--- src/rtl/mem_arb_pkg.sv ---
// Shared encodings for the memory arbiter: grant codes, read-tracking
// FSM states and one-hot select bit positions.
package mem_arb_pkg;

  typedef enum logic [1:0] {
    GNT_NONE = 2'd0,
    GNT_IMEM = 2'd1,
    GNT_DRD  = 2'd2,
    GNT_DWR  = 2'd3
  } grant_e;

  typedef enum logic [1:0] {
    IDLE = 2'd0,
    RD_I = 2'd1,
    RD_D = 2'd2
  } state_e;

  // Bit positions inside the one-hot select vector.
  localparam int unsigned SEL_IMEM = 0;
  localparam int unsigned SEL_DRD  = 1;
  localparam int unsigned SEL_DWR  = 2;

  function automatic grant_e sel_to_grant(input logic [2:0] sel);
    if (sel[SEL_DWR])       return GNT_DWR;
    else if (sel[SEL_DRD])  return GNT_DRD;
    else if (sel[SEL_IMEM]) return GNT_IMEM;
    else                    return GNT_NONE;
  endfunction

endpackage

--- src/rtl/arb_prio_sel.sv ---
// Priority selector: data write > data read > fetch, unless the
// starvation flag forces the fetch port to win.
module arb_prio_sel
  import mem_arb_pkg::*;
(
  input  logic       imem_req,
  input  logic       drd_req,
  input  logic       dwr_req,
  input  logic       starve,
  output logic [2:0] sel
);

  // One-hot grant from the eligible requests.
  always_comb begin
    sel = '0;
    if (starve && imem_req) sel[SEL_IMEM] = 1'b1;
    else if (dwr_req)       sel[SEL_DWR]  = 1'b1;
    else if (drd_req)       sel[SEL_DRD]  = 1'b1;
    else if (imem_req)      sel[SEL_IMEM] = 1'b1;
  end

endmodule

--- src/rtl/mem_arbiter.sv ---
// Shared single-port memory arbiter for fetch, data read and data write.
// Optional starvation guard for the fetch port: ARB_STARVE_GUARD_EN.
module mem_arbiter
  import mem_arb_pkg::*;
#(
  parameter int unsigned STARVE_LIMIT = 4
) (
  input  logic        clk,
  input  logic        resetb,
  input  logic        imem_ready,
  input  logic [31:0] imem_addr,
  output logic [31:0] imem_rdata,
  output logic        imem_valid,
  input  logic        dmem_rready,
  input  logic [31:0] dmem_raddr,
  output logic [31:0] dmem_rdata,
  output logic        dmem_rvalid,
  input  logic        dmem_wready,
  input  logic [31:0] dmem_waddr,
  input  logic [31:0] dmem_wdata,
  input  logic [3:0]  dmem_wstrb,
  output logic        dmem_wvalid,
  output logic        mem_rready,
  output logic [29:0] mem_raddr,
  input  logic [31:0] mem_rdata,
  output logic        mem_wready,
  output logic [29:0] mem_waddr,
  output logic [31:0] mem_wdata,
  output logic [3:0]  mem_wstrb,
  output logic [1:0]  grant
);

  state_e     state, state_nxt;
  logic       wr_pend;
  logic [2:0] sel;
  logic       starve;
  logic       imem_elig, drd_elig, dwr_elig;
  logic       unused_bits;

  // Memory latency is one cycle, so a requester's response returns in the
  // cycle after its grant and that same cycle may already issue again;
  // nothing stays outstanding past the response. Gating with resetb keeps
  // every combinational output at zero while reset is held.
  assign imem_elig = imem_ready  & resetb;
  assign drd_elig  = dmem_rready & resetb;
  assign dwr_elig  = dmem_wready & resetb;

  assign unused_bits = ^{imem_addr[1:0], dmem_raddr[1:0], dmem_waddr[1:0],
                         (STARVE_LIMIT != 0)};

`ifdef ARB_STARVE_GUARD_EN
  localparam int unsigned CNT_W = $clog2(STARVE_LIMIT + 1);
  logic [CNT_W-1:0] starve_cnt;

  // Count cycles the fetch port waits while requesting; saturate at the limit.
  always_ff @(posedge clk or negedge resetb) begin
    if (!resetb)
      starve_cnt <= '0;
    else if (!imem_ready || sel[SEL_IMEM])
      starve_cnt <= '0;
    else if (starve_cnt != CNT_W'(STARVE_LIMIT))
      starve_cnt <= starve_cnt + CNT_W'(1);
  end

  assign starve = (starve_cnt == CNT_W'(STARVE_LIMIT));
`else
  assign starve = 1'b0;
`endif

  arb_prio_sel u_prio (
    .imem_req (imem_elig),
    .drd_req  (drd_elig),
    .dwr_req  (dwr_elig),
    .starve   (starve),
    .sel      (sel)
  );

  // Read-tracking state and write-completion flag.
  always_ff @(posedge clk or negedge resetb) begin
    if (!resetb) begin
      state   <= IDLE;
      wr_pend <= 1'b0;
    end else begin
      state   <= state_nxt;
      wr_pend <= sel[SEL_DWR];
    end
  end

  // Next state follows whichever read was granted this cycle.
  always_comb begin
    state_nxt = IDLE;
    if (sel[SEL_IMEM])     state_nxt = RD_I;
    else if (sel[SEL_DRD]) state_nxt = RD_D;
  end

  // Response steering and memory-port muxing from the granted requester.
  always_comb begin
    imem_valid  = (state == RD_I);
    dmem_rvalid = (state == RD_D);
    dmem_wvalid = wr_pend;
    imem_rdata  = imem_valid  ? mem_rdata : '0;
    dmem_rdata  = dmem_rvalid ? mem_rdata : '0;

    mem_rready = sel[SEL_IMEM] | sel[SEL_DRD];
    mem_raddr  = '0;
    if (sel[SEL_IMEM])     mem_raddr = imem_addr[31:2];
    else if (sel[SEL_DRD]) mem_raddr = dmem_raddr[31:2];

    mem_wready = sel[SEL_DWR];
    mem_waddr  = sel[SEL_DWR] ? dmem_waddr[31:2] : '0;
    mem_wdata  = sel[SEL_DWR] ? dmem_wdata       : '0;
    mem_wstrb  = sel[SEL_DWR] ? dmem_wstrb       : '0;

    grant = sel_to_grant(sel);
  end

endmodule

--- config.mk ---
export PLATFORM = sky130hd
export DESIGN_NAME = mem_arbiter
export DESIGN_NICKNAME = d
export VERILOG_FILES = /design/src/rtl/mem_arb_pkg.sv /design/src/rtl/arb_prio_sel.sv /design/src/rtl/mem_arbiter.sv
export SDC_FILE = /design/constraint.sdc
export NUM_CORES = 1
export LEC_CHECK = 0
export CAP_MARGIN = 20
export CORE_AREA = 2 2 129 131
export DETAILED_ROUTE_END_ITERATION = 16
export DIE_AREA = 0 0 131 133
export PLACE_DENSITY = 0.48
export SLEW_MARGIN = 30
export SYNTH_ARGS = -nofsm -noshare
export SYNTH_HDL_FRONTEND = slang
export SYNTH_SLANG_ARGS = --single-unit
--- constraint.sdc ---
create_clock -name clk -period 1.19 [get_ports clk]
set_input_delay 0.119 -clock clk [delete_from_list [all_inputs] [get_ports clk]]
set_output_delay 0.119 -clock clk [all_outputs]
set_load 0.01 [all_outputs]
==> flow_summary_export.csv <==
group,metric,value,unit
final_layout,mostFrequentLayoutCell,"clkdlybuf4s50_1",
detailed_routing,wire_per_inst,15.1,um
clocking,clk_pin_slew,0.03,ns
power_and_ir_drop,clock_power_share,25.4,%
timing,hold_viol,0,
clocking,cts_made_buffers,3,
detailed_routing,drc_errors,0,
synthesis,yosys.area.top_type,"and3_1",
place,place_ws,-0.618,ns
worst_setup_path,startpoint_type,"flop",
worst_hold_path,hp-class,"input port to async pin",
synthesis,yosys-top-cells-area,"and3_1 (24%), and2_1 (23%), a21oi_2 (14%), nand3b_1 (13%), nand2_1 (6.5%)",
run_status,status,"finished, violations left",
synthesis,synth-edff-count,0,
floorplanning,core.rowCount,47,
power_and_ir_drop,p_sw_share,30.0,%
detailed_routing,firstDrtPassIters,4,
floorplanning,start_util,10.7,%
worst_setup_path,critPathRequiredTime,1.07,ns
worst_setup_path,crit_arrival,1.36,ns
synthesis,synth_cell_types,18,
synthesis,yosys_warnings,0,
floorplanning,die_h,133,um
synthesis,synth_nets,438,
grt,gr-total-overflow,0,
place,place_hpwl,9.56,mm
power_and_ir_drop,p_leak,2.77,nW
synthesis,avgSynthCellArea,6.45,um^2
power_and_ir_drop,combPwrFrac,69.5,%
final_layout,syn_to_final_growth,217,%
detailed_routing,drt_iter0_drc,89,
synthesis,synth-seq-cells,3,
place,gp_congestion,0.810,
timing,setup_viol,66,
grt,grt_max_degree,60,
clocking,h-tree-depth,1,
worst_setup_path,crit_path_max_incr_delay,0.36,ns
detailed_routing,vias_per_cell,3.95,
floorplanning,io_pins,336,
final_layout,design_area,5500,um^2
detailed_routing,dr_wl_met2,6.60,mm
floorplanning,fp.dieArea,17400,um^2
clocking,numClockSinks,3,
final_layout,layout-drive-gt1-share,38.8,%
power_and_ir_drop,p_seq_share,5.1,%
synthesis,synthCells,269,
clocking,clockBufferDepth,2,
run_status,violations,"negative setup slack",
power_and_ir_drop,internal_power,1.48,mW
grt,antenna_found_initial,0,
timing,worst_slack,-0.291,ns
clocking,root_buffer,"clkbuf_16",
final_layout,nets,768,
synthesis,async_reset_ff_share,100,%
synthesis,synth_top_area_share,23.8,%
worst_setup_path,worstPathMaxFanout,8,
synthesis,syn-cell-area,1730,um^2
timing,timing.final.max_slew_violations,0,
power_and_ir_drop,switchingPower,0.633,mW
detailed_routing,num_vias,3233,
timing,period_needed,1.48,ns
detailed_routing,wl_met3,1.20,mm
timing,relSlewSlack,87.3,%
timing,worstMarginPinSlew,0.191,ns
final_layout,n_antenna_cell,0,
place,io_buffers,329,
worst_setup_path,worst_setup_path_end_kind,"primary output",
place,postPlaceCellArea,5370,um^2
final_layout,fill_cells,1715,
final_layout,final_cell_count_no_fill,818,
detailed_routing,postRouteWirelength,12.4,mm
clocking,cts_tree,"built",
detailed_routing,top_layer,"met4",
timing,finalCritPeriodShare,124,%
detailed_routing,ant_nets,0,
power_and_ir_drop,ir_drop,210,uV
worst_setup_path,slowest_stage,"dfrtp_1",
synthesis,ys_seq_area_share,4.33,%
grt,grt_pass1_wl,17.2,mm
timing,rsz0062_at_grt,"yes",
power_and_ir_drop,p_per_area,383,nW/um^2
final_layout,utilization,34.0,%
place,dpl.cell_count,803,
grt,grtUsageTotal,12.6,%
worst_setup_path,critical_path_class,"flop to primary output",
timing,tns,-15.67,ns
grt,grt_pass1_vias,3145,
flow_run,maxCapViolCount,0,
timing,max_clock_freq,675,MHz
final_layout,mostFrequentLayoutCells,"clkdlybuf4s50_1 (158), and3_1 (66), buf_6 (56)",
power_and_ir_drop,finalPower,2.11,mW
floorplanning,core_area,16200,um^2
synthesis,synth_ff_type,"dfrtp_1",
floorplanning,die_w,131,um
timing,holdWs,0.486,ns
worst_setup_path,cp_cell_sequence,"and2b_4 > buf_12 > buf_8 > and2_1 > buf_2",
detailed_routing,wl_met1,4.42,mm
-- critical path, delay by kind of cell (launching register included) --
kind | cells | cell delay, ns
AND/OR/NAND/NOR | 2 | 0.42
flip-flops | 1 | 0.36
buffers and inverters | 3 | 0.36
-- power by group through the flow --
stage	Clock [mW]	Sequential, mW	Combinational (mW)
finish	0.535	0.108	1.47
global route	0.559	0.108	1.57
CTS	0.543	0.108	1.43
detailed placement	0	0.109	1.47
global placement	0	0.109	1.46
floorplan	0	0.110	0.442
-- cell usage after synthesis, drive strengths merged (2+ instances only) --
cell    count
buf        16
nor2b       2
a21oi      30
nand2      30
and2       65
nand3b     30
and3       66
o21a        2
clkbuf     18
and2b       2
nor2        3
dfrtp       3
-- logic make-up after synthesis --
kind of cell / count (synthesis) / share of synthesized area, %
buffers and inverters: 35 / 10.6
AND/OR/NAND/NOR: 199 / 69.5
flip-flops: 3 / 4.33
AO/OA/AOI/OAI: 32 / 15.6
-- registers in the layout, indices dropped and copies added (netlist names) --
| register | count |
|---|---|
| dmem_wvalid | 1 |
| state | 2 |
-- area by class of cell --
class	count	area (um^2)	share of cell area, %
Timing Repair Buffer	359	3470	63.0
Multi-Input combinational cell	231	1610	29.2
Tap cell	220	275	5.00
Clock buffer	4	78.8	1.43
Sequential cell	3	75.1	1.36
Inverter	1	3.75	0.0682
-- metal layers --
layer	vias to the layer above	global-route usage, %
met5	-	0
met4	0	3.25
met3	11	3.32
met2	186	24.5
met1	1470	13.2
li1	1566	-
-- path summary, 6_finish.rpt --
path	start	to	slack (ns)	cells past startpoint
worst max-delay path	state[1]	imem_rdata[2]	-0.29	5
worst min-delay path	resetb	dmem_wvalid	0.49	3
max in group asynchronous	resetb	state[0]	0.55	3
min in group clk	dmem_rready	state[1]	0.49	5
-- timing repair --
| action | 4_1_cts | 5_1_grt |
|---|---|---|
| buffers inserted | 3 | 2 |
| setup endpoints to repair | 167 | 109 |
| resized for setup | 473 | 139 |
| endpoints found under the hold margin | 3 | 0 |
| hold buffers | 1 | 0 |
| cloned | 4 | 3 |
| pin swaps | 19 | 26 |
Power figures use the tool's default switching activity.
